### src/rtl/mips_trace_pkg.sv
// mips_trace_pkg: shared types and constants for the GRF write-trace block.
//   trace_entry_t        -- one captured register-file write {pc, rd, data}
//   TRACE_DEPTH_DEFAULT  -- default FIFO depth used by grf_wr_trace
package mips_trace_pkg;

  typedef struct packed {
    logic [31:0] pc;
    logic [4:0]  rd;
    logic [31:0] data;
  } trace_entry_t;

  localparam int unsigned TRACE_DEPTH_DEFAULT = 8;

endpackage

### src/rtl/trace_fifo.sv
// trace_fifo: first-word fall-through FIFO of trace entries.
//   clk, clr_n  -- clock; asynchronous active-low clear (empties the FIFO)
//   push, din   -- write request and entry; ignored when full unless popping
//   ready       -- consumer accepts head entry (pop when valid)
//   valid, dout -- head entry available / head entry (zero when empty)
//   pop         -- a pop happens at the coming edge
//   count, full -- occupancy and full indication
module trace_fifo
  import mips_trace_pkg::*;
#(
  parameter int unsigned DEPTH = TRACE_DEPTH_DEFAULT
) (
  input  logic                       clk,
  input  logic                       clr_n,
  input  logic                       push,
  input  trace_entry_t               din,
  input  logic                       ready,
  output logic                       valid,
  output trace_entry_t               dout,
  output logic                       pop,
  output logic [$clog2(DEPTH):0]     count,
  output logic                       full
);

  localparam int unsigned AW = $clog2(DEPTH);
  localparam int unsigned CW = AW + 1;

  trace_entry_t    mem [DEPTH];
  logic [AW-1:0]   wr_ptr;
  logic [AW-1:0]   rd_ptr;
  logic            do_push;

  assign valid = (count != '0);
  assign full  = (count == CW'(DEPTH));
  assign pop   = valid && ready;
  // A pop frees a slot at the same edge, so a full FIFO still accepts a push then.
  assign do_push = push && (!full || pop);
  assign dout  = valid ? mem[rd_ptr] : '0;

  always_ff @(posedge clk) begin
    if (do_push) mem[wr_ptr] <= din;
  end

  always_ff @(posedge clk or negedge clr_n) begin
    if (!clr_n) begin
      wr_ptr <= '0;
      rd_ptr <= '0;
      count  <= '0;
    end else begin
      if (do_push) wr_ptr <= wr_ptr + AW'(1);
      if (pop)     rd_ptr <= rd_ptr + AW'(1);
      case ({do_push, pop})
        2'b10:   count <= count + CW'(1);
        2'b01:   count <= count - CW'(1);
        default: count <= count;
      endcase
    end
  end

endmodule

### src/rtl/grf_wr_trace.sv
// grf_wr_trace: captures general-register-file writes into a trace FIFO.
//   clk, clr_n          -- clock; asynchronous active-low clear
//   Regw, rd, data, PC  -- GRF write port being observed (writes to $0 ignored)
//   ovf_clr             -- synchronous clear of overflow (and drop_cnt)
//   trace_valid/ready   -- head-entry handshake; trace_pc/rd/data head fields
//   count               -- FIFO occupancy
//   overflow            -- sticky: a capture was dropped because the FIFO was full
//   drop_cnt            -- saturating dropped-capture count, present only when
//                          GRF_TRACE_DROP_CNT_EN is defined
module grf_wr_trace
  import mips_trace_pkg::*;
#(
  parameter int unsigned DEPTH = TRACE_DEPTH_DEFAULT
) (
  input  logic                    clk,
  input  logic                    clr_n,
  input  logic                    Regw,
  input  logic [4:0]              rd,
  input  logic [31:0]             data,
  input  logic [31:0]             PC,
  input  logic                    ovf_clr,
  output logic                    trace_valid,
  input  logic                    trace_ready,
  output logic [31:0]             trace_pc,
  output logic [4:0]              trace_rd,
  output logic [31:0]             trace_data,
  output logic [$clog2(DEPTH):0]  count,
`ifdef GRF_TRACE_DROP_CNT_EN
  output logic [15:0]             drop_cnt,
`endif
  output logic                    overflow
);

  trace_entry_t cap_entry;
  trace_entry_t head;
  logic         capture;
  logic         full;
  logic         pop;
  logic         drop;

  assign capture        = Regw && (rd != 5'd0);
  assign cap_entry.pc   = PC;
  assign cap_entry.rd   = rd;
  assign cap_entry.data = data;
  assign drop           = capture && full && !pop;

  trace_fifo #(.DEPTH(DEPTH)) u_fifo (
    .clk   (clk),
    .clr_n (clr_n),
    .push  (capture),
    .din   (cap_entry),
    .ready (trace_ready),
    .valid (trace_valid),
    .dout  (head),
    .pop   (pop),
    .count (count),
    .full  (full)
  );

  assign trace_pc   = head.pc;
  assign trace_rd   = head.rd;
  assign trace_data = head.data;

  // A drop at the same edge as ovf_clr takes priority so no loss goes unreported.
  always_ff @(posedge clk or negedge clr_n) begin
    if (!clr_n)       overflow <= 1'b0;
    else if (drop)    overflow <= 1'b1;
    else if (ovf_clr) overflow <= 1'b0;
  end

`ifdef GRF_TRACE_DROP_CNT_EN
  always_ff @(posedge clk or negedge clr_n) begin
    if (!clr_n) begin
      drop_cnt <= '0;
    end else if (drop) begin
      if (drop_cnt != '1) drop_cnt <= drop_cnt + 16'd1;
    end else if (ovf_clr) begin
      drop_cnt <= '0;
    end
  end
`endif

endmodule

### config.mk
export PLATFORM = sky130hd
export DESIGN_NAME = grf_wr_trace
export DESIGN_NICKNAME = d
export VERILOG_FILES = /design/src/rtl/mips_trace_pkg.sv /design/src/rtl/trace_fifo.sv /design/src/rtl/grf_wr_trace.sv
export SDC_FILE = /design/constraint.sdc
export NUM_CORES = 1
export LEC_CHECK = 0
export CORE_ASPECT_RATIO = 1.25
export CORE_MARGIN = 2
export CORE_UTILIZATION = 45
export DETAILED_ROUTE_END_ITERATION = 10
export PLACE_DENSITY = 0.73
export RECOVER_POWER = 50
export SETUP_SLACK_MARGIN = 0.02
export SYNTH_ARGS = -nofsm -noshare
export SYNTH_HDL_FRONTEND = slang
export SYNTH_SLANG_ARGS = --single-unit
### constraint.sdc
create_clock -name clk -period 8.34 [get_ports clk]
set_clock_uncertainty 0.2 [all_clocks]
set_input_delay 1.668 -clock clk [delete_from_list [all_inputs] [get_ports clk]]
set_output_delay 1.668 -clock clk [all_outputs]
set_load 0.01 [all_outputs]
* After elaboration in Yosys (flattened, before gate mapping) *
Memory sizes are Yosys's and may differ from the RTL's.
Index checks and enable logic that the tools add are counted.

storage, ports and cells
  flip-flop bits (word level) = 11
  RAM bits = 552
  input bits = 74
  word-level logic and storage cells = 30
  memories kept = 1

memory list
  name        depth  width  read ports  clocked after Yosys merged registers in  wr ports  RTL line          text
  u_fifo.mem  8      69     1           0                                        1         trace_fifo.sv:28  trace_entry_t mem [DEPTH];

cells by class
  add/subtract/negate cells = 4
  equal/unequal tests = 3
  muxes and demuxes = 6
  reductions and logical operators = 12

operators by type and width
  kind                   count
  $mux W69               1
  $pmux W4 S2            1
  $add A3 B1 Y3 const B  2
  $logic_and A1 B1 Y1    5
  $reduce_bool A5 Y1     1
  $add A4 B1 Y4 const B  1
  $eq A4 B4 Y1 const B   1
  $mux W1                4
  $reduce_bool A2 Y1     2
  $reduce_bool A4 Y1     1
  $sub A4 B1 Y4 const B  1
  $eq A2 B1 Y1 const B   1
  $eq A2 B2 Y1 const B   1
  $logic_not A1 Y1       2
  $logic_or A1 B1 Y1     1

* Longest topological paths before layout *
  depth in word-level cells = 6
  depth in mapped cells = 11

* Hierarchy *
From an unflattened synthesis, not the netlist that was laid out.

second synthesis, totals
  cells, all modules = 954
  area, all modules = 21697.1 um^2

modules (own cells, without submodules)
  module        instances  cells each  area each (um^2)  sequential area each (um^2)
  trace_fifo    1          948         21639.5           16826.1
  grf_wr_trace  1          6           57.6              25.0

* Worst setup path before layout *
Ideal clock, no wire load.

  path type = input to register
  from = input rd[3]
  to = memory u_fifo.mem[1][0] in the netlist's numbering (enable)
  library setup time = 0.581 ns
  data arrival time = 6.843 ns
  data required time = 7.559 ns
  setup slack = 0.716 ns
  stages = 5
  path buffers = 1
  cell sequence = or4_1 -> o21a_1 -> buf_6 -> nand3_1 -> nor3_1

between the ends
  longest elaborated chain between the ends = 5

ends and longest elaborated chain
  element                        RTL line            text
  start, declared                grf_wr_trace.sv:18  input logic [4:0] rd,
  $reduce_bool A5 Y1             grf_wr_trace.sv:41  assign capture = Regw && (rd != 5'd0);
  $logic_and A1 B1 Y1            grf_wr_trace.sv:41
  $logic_and A1 B1 Y1            trace_fifo.sv:37    assign do_push = push && (!full || pop);
  $mux W1                        trace_fifo.sv:41    if (do_push) mem[wr_ptr] <= din;
  $mux W1 (implied by the code)  trace_fifo.sv:41
  end, declared                  trace_fifo.sv:28

Every way passes these cells.

* Worst setup path after layout *
  from = input rd[0]
  to = memory u_fifo.mem[3][36] in the netlist's numbering (enable)

Same word-level chain as after synthesis.

==> Implementation_results.wiki <==
{| class="wikitable"
! Metric !! Value
|-
| Status || complete, but fails checks
|-
| Violated checks || capacitance limit, slew limit
|-
| Number of maximum-capacitance violations || 1
|-
| Critical path cell sequence || dlygate4sd3_1 > or4_1 > o21a_1 > nand3_1 > nor2_1 > buf_4
|-
| Mean number of vias per cell || 5.469
|-
| #FFs+latches synth || 563
|-
| Setup slack of the critical path after layout || 2828 ps
|-
| Vias in the first global route || 10453
|-
| Hold Crit Depth || 1
|-
| Area of the die || 49710 um2
|-
| Quantity of hold-fixing buffers added after cts || 0
|-
| Resized Gates After CTS || 0
|-
| Core region area || 47330 um2
|-
| Worst min path class || flop to flop
|-
| I/O Buffers || 148
|-
| Shortest period the worst path allows || 5512 ps
|-
| Origin of the critical flop-to-flop path || u_fifo.count[1]
|-
| Total clock buffers created by CTS || 49
|-
| Relative slew slack || -9.209%
|-
| NumNets Final || 1191
|-
| Clock tree from TritonCTS || built
|-
| Busiest metal layer after global routing || met2
|-
| Library cell contributing the largest single delay on the critical path || nor2_1
|-
| Commonest cells after routing, fill and taps aside || edfxtp_1, mux4_2, dlygate4sd3_1
|-
| Path depth of the worst reg2reg path || 5
|-
| Startpoint type of the worst setup path || input port
|-
| Overall Global Routing Usage || 17.53%
|-
| Period utilization || 66.09%
|-
| Post-synthesis async set-or-reset flop share || 1.954%
|-
| H-tree Lvls || 2
|-
| Number of setup buffers added after CTS || 0
|-
| Distinct cell type count of the synthesized netlist || 41
|-
| # fillers || 3533
|-
| Iter 0 DRT Violations || 772
|-
| Most common cell after layout, fill and taps aside || edfxtp_1
|-
| Worst setup path startpoint || rd[0]
|-
| Number of nets in the synthesized netlist || 1022
|-
| Number of nets with antenna violations after routing || 0
|-
| Clock slew seen by the registers of the worst setup and hold paths || 70 ps
|-
| Setup Viol. Count Final || 0
|-
| Total power of the final layout || 9.108 mW
|-
| Source of the worst hold timing path || u_fifo.wr_ptr[0]
|-
| Vert. Die Dim || 248.8 um
|-
| Total instance count after detailed placement || 1698
|-
| FP Rows || 89
|-
| Post-synth EDFFs || 552
|-
| Fin util || 53.83%
|-
| Sequential cell area fraction in the yosys report || 78.13%
|-
| Peak supply drop || 0.1893 mV
|-
| Final cell area excluding filler cells || 25480 um2
|-
| Met3 demand-to-capacity share in global routing || 2.762%
|-
| Post-Synthesis Cells || 943
|-
| Setup_tns || 0 ps
|-
| Final hold violation count || 0
|-
| Worst-margin pin slew || 1632 ps
|-
| First-pass GRT wire length || 64430 um
|-
| Number of slew-limit violations in the final report || 19
|-
| CTS Root Buffer Type || clkbuf_16
|-
| FF+latch area || 16860 um2
|-
| Filler-free cell count of the finished design || 1792
|-
| Synth area leader || edfxtp_1
|-
| Multi-input logic area || 4504 um2
|-
| Post-detailed-placement cell area || 23840 um2
|-
| 1st-pass router iterations || 5
|-
| Share of post-route cells with drive strength above 1 || 20.71%
|-
| Worst-Skew Late Latency || 570 ps
|-
| Worst Setup Path Type || input port to flop
|-
| Fraction of post-synthesis cell area in the top cell type by area || 76.85%
|-
| Leakage power || 8.237 nW
|-
| Hold WS || 337.8 ps
|-
| Total wire length || 43060 um
|-
| Global route total overflow || 0
|-
| Post-route DRC violation count || 0
|-
| Pin count of the biggest net entering global routing || 70
|-
| CP required || 8330 ps
|-
| Half-perimeter wire length after detailed placement || 24300 um
|-
| Io pins || 149
|-
| Fraction of met2 tracks used by global routing || 30.32%
|-
| Initial Util || 45.57%
|-
| Power density over the cells || 357.5 nW/um2
|-
| Mean instance size in the synthesized netlist || 22.87 um2
|-
| Number of antenna violations at the first check in global routing || 12
|-
| WL/cell || 24.03 um
|-
| Global placer's final weighted congestion || 0.7362
|-
| Maximum number of buffers from clock root to sink || 3
|-
| Delay contributed by the slowest stage of the critical path || 1300 ps
|-
| Flip-flop cell with the highest count after synthesis || edfxtp_1
|-
| Dpl ws || 2735 ps
|-
| Die width || 199.8 um
|-
| Highest Clock Rate || 181.4 MHz
|-
| Via count || 9801
|-
| Yosys synthesis warning count || 0
|-
| WP data arrival || 5500 ps
|-
| Critical path capture point type || flop
|-
| Clock Sinks || 563
|-
| Critical Path Fanout Max || 52
|-
| Netlist area before placement || 21570 um2
|-
| Ranking of synthesized cells by area || edfxtp_1, mux4_2, mux2i_1
|-
| Syn-to-layout area delta || 18.12%
|-
| RSZ-0062 raised after global routing || false
|-
| Global routing met1 resource utilization || 22.93%
|}
==> logic make-up after synthesis <==
kind of cell | after synthesis | synth area share, %
AO/OA/AOI/OAI | 8 | 0.2611
XOR/XNOR | 7 | 0.2843
adder cells (fa/ha/maj) | 5 | 0.3249
buffers and inverters | 53 | 1.073
flip-flops | 563 | 78.13
multiplexers | 212 | 17.99
AND/OR/NAND/NOR | 95 | 1.938
==> flip-flops by register name, indices dropped and copies added (netlist names) <==
name           cells
u_fifo.wr_ptr      3
u_fifo.mem       552
u_fifo.count       4
overflow           1
u_fifo.rd_ptr      3
==> worst max-delay path: cells and delay by family <==
family | cells | cell delay, ps
simple gates | 3 | 1840
buf+inv | 2 | 1580
compound gates | 1 | 330
==> power breakdown <==
part / internal [mW] / switching [mW] / total, mW
combinational: 1.53 / 1.44 / 2.97
clock: 1.38 / 0.953 / 2.33
sequential: 3.55 / 0.255 / 3.81
total: 6.46 / 2.65 / 9.11
==> per-layer routing <==
metal	up-vias	part of all wire, %
li1	4262	-
met1	5197	40
met2	255	52
met3	77	4.5
met4	10	2.5
met5	-	0.15
==> cells in the mapped netlist, types with 2 or more instances <==
| cell type | number |
|---|---|
| buf_1 | 11 |
| buf_2 | 16 |
| clkbuf_1 | 17 |
| dfrtp_1 | 11 |
| edfxtp_1 | 552 |
| ha_1 | 4 |
| inv_1 | 5 |
| mux2i_1 | 70 |
| mux2i_4 | 2 |
| mux4_2 | 138 |
| nand2_1 | 4 |
| nand2b_1 | 2 |
| nand3_1 | 2 |
| nor2_1 | 75 |
| nor3_1 | 2 |
| or3_4 | 2 |
| xnor2_1 | 5 |
| xor2_1 | 2 |
==> area by class of cell <==
type                       instances  area share (%)
timing repair buffer             165           6.336
tap                              637           3.129
clock inverter                    29           1.473
sequential                       563           66.19
multi-input combinational        327           17.68
antenna                            6         0.05894
inverter                           6         0.08840
clock buffer                      59           5.044
==> worst paths after layout <==
check	endpoint	slack (ps)
setup / recovery	u_fifo.mem[3][36]	2830
hold / removal	u_fifo.wr_ptr[0]	340
setup reg to reg	u_fifo.mem[3][36]	4450
hold reg to reg	u_fifo.wr_ptr[0]	340
max in group asynchronous	u_fifo.rd_ptr[2]	6180
min in group asynchronous	overflow	1330
Note: power is estimated with default switching activity, not from simulation.
